## config.mk

```make
export PLATFORM = sky130hd
export DESIGN_NAME = l1_conditioner
export DESIGN_NICKNAME = d
export VERILOG_FILES = /design/src/rtl/l1_conditioner.sv
export SDC_FILE = /design/constraint.sdc
export NUM_CORES = 2
export LEC_CHECK = 0
export ABC_AREA = 1
export BUFFER_PORTS_ARGS = -buffer_cell sky130_fd_sc_hd__buf_2
export CORE_ASPECT_RATIO = 1.75
export CORE_MARGIN = 2
export CORE_UTILIZATION = 57
export DETAILED_ROUTE_END_ITERATION = 7
export HOLD_SLACK_MARGIN = 0.05
export PLACE_DENSITY = 0.77
export SKIP_CTS_REPAIR_TIMING = 1
export SLEW_MARGIN = 20
export SYNTH_ARGS = -nofsm -noshare
export SYNTH_HDL_FRONTEND = slang
export SYNTH_SLANG_ARGS = --single-unit
```

## constraint.sdc

```tcl
create_clock -name clk250_i -period 34.7 [get_ports clk250_i]
set_clock_uncertainty 0.15 [all_clocks]
set_input_delay 1.735 -clock clk250_i [delete_from_list [all_inputs] [get_ports clk250_i]]
set_output_delay 1.735 -clock clk250_i [all_outputs]
set_load 0.05 [all_outputs]
```

## src/rtl/l1_conditioner.sv

```systemverilog
// Per-channel L1 front end: synchronize raw SURF L1 bits, turn rising edges into
// fixed-width pulses followed by a holdoff window, and flag channels stuck high.
module l1_conditioner #(
  parameter int NUM_SURFS   = 12,
  parameter int NUM_TRIG    = 4,
  parameter int STRETCH     = 4,
  parameter int HOLDOFF     = 8,
  parameter int STUCK_LIMIT = 1024,
  parameter bit AUTOMASK    = 1'b1
) (
  input  logic                          clk250_i,
  input  logic                          rst_i,
  input  logic [NUM_SURFS*NUM_TRIG-1:0] L1_i,
  input  logic [NUM_SURFS*NUM_TRIG-1:0] mask_i,
  output logic [NUM_SURFS*NUM_TRIG-1:0] L1_o,
  output logic [NUM_SURFS*NUM_TRIG-1:0] stuck_o,
  output logic                          any_o
);

  localparam int N       = NUM_SURFS * NUM_TRIG;
  localparam int CNT_MAX = (STRETCH > HOLDOFF) ? STRETCH : HOLDOFF;
  localparam int CNT_W   = (CNT_MAX > 1) ? $clog2(CNT_MAX + 1) : 1;
  localparam int STK_W   = $clog2(STUCK_LIMIT + 1);

  localparam logic [CNT_W-1:0] CNT_ONE    = CNT_W'(1);
  localparam logic [CNT_W-1:0] PULSE_LOAD = CNT_W'(STRETCH - 1);
  localparam logic [CNT_W-1:0] HOLD_LOAD  = CNT_W'((HOLDOFF > 0) ? HOLDOFF - 1 : 0);
  localparam logic [STK_W-1:0] STK_ONE    = STK_W'(1);
  localparam logic [STK_W-1:0] STK_LIM    = STK_W'(STUCK_LIMIT);

  typedef enum logic [1:0] {
    IDLE  = 2'd0,
    PULSE = 2'd1,
    HOLD  = 2'd2
  } state_t;

  function automatic logic [STK_W-1:0] sat_inc(input logic [STK_W-1:0] v);
    return (v == STK_LIM) ? v : v + STK_ONE;
  endfunction

  logic [N-1:0] sync_p0;
  logic [N-1:0] sync_p1;
  logic [N-1:0] sync_p2;
  logic [N-1:0] rise_p3;
  logic [N-1:0] armed;
  logic [1:0]   fill;
  logic [N-1:0] eff_mask;

  // Stages p0..p2: three-flop synchronizer; p3: registered rising edge.
  // A channel only arms once it has been seen low after reset, so a level
  // still high across reset release never fakes an edge.
  always_ff @(posedge clk250_i or posedge rst_i) begin
    if (rst_i) begin
      sync_p0 <= '0;
      sync_p1 <= '0;
      sync_p2 <= '0;
      rise_p3 <= '0;
      armed   <= '0;
      fill    <= '0;
    end else begin
      sync_p0 <= L1_i;
      sync_p1 <= sync_p0;
      sync_p2 <= sync_p1;
      rise_p3 <= sync_p1 & ~sync_p2 & armed;
      if (fill != 2'd2) fill <= fill + 2'd1;
      if (fill == 2'd2) armed <= armed | ~sync_p1;
    end
  end

  assign eff_mask = mask_i | ({N{AUTOMASK}} & stuck_o);

  for (genvar i = 0; i < N; i++) begin : g_chan
    state_t           state;
    logic [CNT_W-1:0] cnt;
    logic             pulse;
    logic [STK_W-1:0] run;
    logic             stuck;

    // Stage p4: pulse/holdoff FSM with registered pulse output.
    always_ff @(posedge clk250_i or posedge rst_i) begin
      if (rst_i) begin
        state <= IDLE;
        cnt   <= '0;
        pulse <= 1'b0;
      end else begin
        case (state)
          IDLE: begin
            if (rise_p3[i] && !eff_mask[i]) begin
              state <= PULSE;
              cnt   <= PULSE_LOAD;
              pulse <= 1'b1;
            end
          end
          PULSE: begin
            if (eff_mask[i]) begin
              state <= IDLE;
              cnt   <= '0;
              pulse <= 1'b0;
            end else if (cnt == '0) begin
              pulse <= 1'b0;
              if (HOLDOFF == 0) begin
                state <= IDLE;
              end else begin
                state <= HOLD;
                cnt   <= HOLD_LOAD;
              end
            end else begin
              cnt <= cnt - CNT_ONE;
            end
          end
          HOLD: begin
            if (eff_mask[i] || cnt == '0) begin
              state <= IDLE;
              cnt   <= '0;
            end else begin
              cnt <= cnt - CNT_ONE;
            end
          end
          default: begin
            state <= IDLE;
            cnt   <= '0;
            pulse <= 1'b0;
          end
        endcase
      end
    end

    // Stage p2 -> stuck flag: saturating run length of synchronized-high cycles.
    always_ff @(posedge clk250_i or posedge rst_i) begin
      if (rst_i) begin
        run   <= '0;
        stuck <= 1'b0;
      end else if (sync_p1[i]) begin
        run   <= sat_inc(run);
        stuck <= (sat_inc(run) == STK_LIM);
      end else begin
        run   <= '0;
        stuck <= 1'b0;
      end
    end

    assign L1_o[i]    = pulse;
    assign stuck_o[i] = stuck;
  end

  always_ff @(posedge clk250_i or posedge rst_i) begin
    if (rst_i) any_o <= 1'b0;
    else       any_o <= |L1_o;
  end

endmodule

```

==> summary.txt <==
Synth Instances -> 7406
Setup tns final -> 0 ps
LEAKAGE -> 33.2 nW
# setup viols final -> 0
Number of CTS-inserted buffers -> 106
Worst hold path startpoint -> sync_p0[46]$_DFF_PP0_
Row count -> 155
Tot GR Track Use -> 23.6%
Ys async rst share -> 100%
Worst Path Required -> 35310 ps
Worst r2r path cells -> 5
Largest family of logic cells by synthesized area -> simple AND/OR/NAND/NOR gates
Cell Area, Synth -> 58300 um^2
Area of the multi-input gates -> 24500 um^2
Worst hold endpoint -> sync_p1[46]$_DFF_PP0_
# fillers -> 8691
Gr ovfl total -> 0
Mux cell area share after synthesis -> 0%
Antenna violations before repair -> 7
DRT Pass-1 Iters -> 6
Routability congestion estimate from global placement -> 0.886
DRT antenna net count -> 0
Main synth FF type -> dfrtp_1
Crit Path Category -> primary input to asynchronous set/reset pin
Synth warn -> 0
Total Power -> 3.94 mW
Fin nets -> 7859
Core area -> 102000 um^2
DR vias/cell -> 5.24
First-pass GRT wire length -> 207 mm
Final hold viol count -> 0
Setup crit end kind -> asynchronous set/reset pin
Tcrit/Tclk final -> 14.8%
Worst Tran Pin Value -> 971 ps
Vias in the first global route -> 47119
Slew Viols, Final -> 0
Crit-path max FO -> 116
Hold depth -> 0
Die Area -> 105000 um^2
CTS tree -> yes
Worst VDD drop -> 62.3 uV
DRT iter0 DRCs -> 2336
Worst Hold Class -> flop to flop
Seq/Total Area, Yosys -> 49.6%
Share of layout cells above drive strength 1 -> 6.60%
Largest net degree at the start of global routing -> 117
Total wire length -> 122 mm
Port Buffers -> 194
FF+latch area -> 28900 um^2
Post-Synth Adder-Cell Area -> 3.11%
XOR/XNOR share of the synthesized area -> 3.45%
Wire per inst -> 13.5 um
DRC viols -> 0
Post-layout min period -> 5140 ps
Syn avg cell area -> 7.87 um^2
Synth Area in Compound Gates -> 7.98%
Die width -> 246 um
Worst reg2reg setup slack -> 32330 ps
Synth Area in Simple Gates -> 27.4%
DIE HEIGHT -> 427 um
Starting Density -> 57.3%
Synth cell types -> 45
# H-tree levels -> 3
Worst-skew pair later-pin latency -> 720 ps
Clk sink count -> 1155
Syn_nets -> 7649
HPWL after DPL -> 88.6 mm
CP Launch Type -> primary input
Power per cell area -> 61.5 nW/um^2
EDFF count, synth -> 0
Launching point of the worst reg2reg path -> fill[0]$_DFFE_PP0P_
Clk buf depth -> 3
CTS Root Cell -> clkbuf_16
Max-cap violations -> 0
Routed vias -> 47386
Register bit total from synthesis -> 1155
Hold slack -> 197 ps
I/O pin count -> 195
Slew HR -> 35.3%
Worst Path Arrival -> 5750 ps
Max Freq -> 195 MHz
Status -> finished clean
Reg2reg end -> armed[32]$_DFFE_PP0N_
Area Overhead vs Synth -> 9.77%
Worst-path clk slew -> 70 ps
Unrepaired setup endpoints after global routing -> no
[state kept, by name, indices dropped and copies added (netlist names)]
name,cells
any_o,1
armed,48
fill,2
g_chan.cnt,192
g_chan.pulse,48
g_chan.run,528
g_chan.state,96
g_chan.stuck,48
rise_p3,48
sync_p0,48
sync_p1,48
sync_p2,48
[Yosys cell counts (40+ instances only)]
library cell  instances  share of area, %
o22ai_1              55              0.59
nand3b_1             59              0.76
xnor2_1              53              0.80
nand3_1             485               4.2
xor2_1              177               2.7
ha_1                145               3.1
dfrtp_1            1155                50
nand4_1              82              0.88
a21oi_1             319               2.7
nor2_2               40              0.43
o21bai_1             47              0.60
inv_1              1043               6.7
o21ai_0             328               2.8
nand2_1            1836                12
clkinv_1             42              0.27
nor2_1             1093               7.0
buf_4                96               1.2
nor3_1              124               1.1
[logic make-up (layout without fill, tap and decap cells)]
logic type,after synthesis,count (layout)
XOR/XNOR,230,230
other,0,4
adder cells (fa/ha/maj),145,145
buffers and inverters,1219,1514
AND/OR/NAND/NOR,3813,3813
flip-flops,1155,1155
AO/OA/AOI/OAI,844,844
[layout make-up]
type	count	area share (%)
flip-flops and latches	1155	45.1
diodes	4	0.0156
inverters	1106	6.50
multi-input cells	5032	38.2
clock inverters	62	1.23
clock buffers	131	4.51
well taps	1334	2.61
repair buffers	215	1.77
[power by group]
group          leakage (nW)  switching (mW)  internal (mW)
clock                  1.80           0.522          0.718
sequential             14.9           0.153           1.54
combinational          16.5           0.669          0.339
[metal layers]
metal / up-vias / share of wire [%] / GRT usage (%)
li1: 23798 / - / -
met5: - / 0.039 / 0
met2: 803 / 54 / 45.7
met3: 238 / 3.7 / 3.22
met4: 8 / 3.0 / 8.86
met1: 22539 / 39 / 25.6
[critical path, cell delays in order]
cell	delay (ps)
buf_2	130
inv_8	500
buf_4	750
buf_4	730
buf_4	820
buf_4	740
[worst max path at each step]
stage	start	end	slack, ps	depth (start not counted)
3_3_place_gp	rst_i	g_chan[24].run[9]$_DFF_PP0_	28580	6
5_1_grt	rst_i	sync_p1[21]$_DFF_PP0_	28800	6
2_1_floorplan	rst_i	any_o$_DFF_PP0_	280	1
3_5_place_dp	rst_i	g_chan[24].run[8]$_DFF_PP0_	28480	6
6_report	rst_i	g_chan[21].run[9]$_DFF_PP0_	29560	6
4_1_cts	rst_i	g_chan[24].run[0]$_DFF_PP0_	29280	6
[through the flow]
stage	cell area [um^2]	setup WS [ps]	util [%]	instances
3_3_place_gp	60300	28580	59.3	8842
2_1_floorplan	58300	284	-	7406
3_5_place_dp	60300	28480	59.3	8842
6_report	64000	29560	62.9	9039
5_1_grt	64000	28800	62.9	9037
4_1_cts	64000	29280	62.9	9035
[cell usage in the layout (no fill, tap or decap), types with 5 or more instances in the layout]
cell        Yosys  routed
nor3b_1        27      27
a31oi_1        11      11
nor4_1          9       9
nor2_4          6       6
nor2_2         40      40
o21ai_0       328     328
ha_1          145     145
nand3_2        12      12
buf_4          96      20
o21bai_1       47      47
clkbuf_8        0      12
nand3_1       485     485
nor3_1        124     124
xor2_1        177     177
nor3_2          7       7
bufinv_16       0      17
clkinv_1       42      42
o221ai_1       19      19
o2bb2ai_1       8       8
clkbuf_1       11      12
dfrtp_1      1155    1155
and3_1          8       8
inv_2          21      21
clkinv_2        0      30
inv_6           0       5
buf_2           3     194
o21ai_1         8       8
nand2_1      1836    1836
o22ai_1        55      55
xnor2_1        53      53
o211ai_1       39      39
inv_1        1043    1041
a21oi_1       319     319
nor2_1       1093    1093
nand3b_1       59      59
clkinvlp_4      0       9
nand4_1        82      82
o21a_1          5       5
or2_2          17      17
clkbuf_16       0     107
No activity file was read; power rests on OpenSTA's default activity.
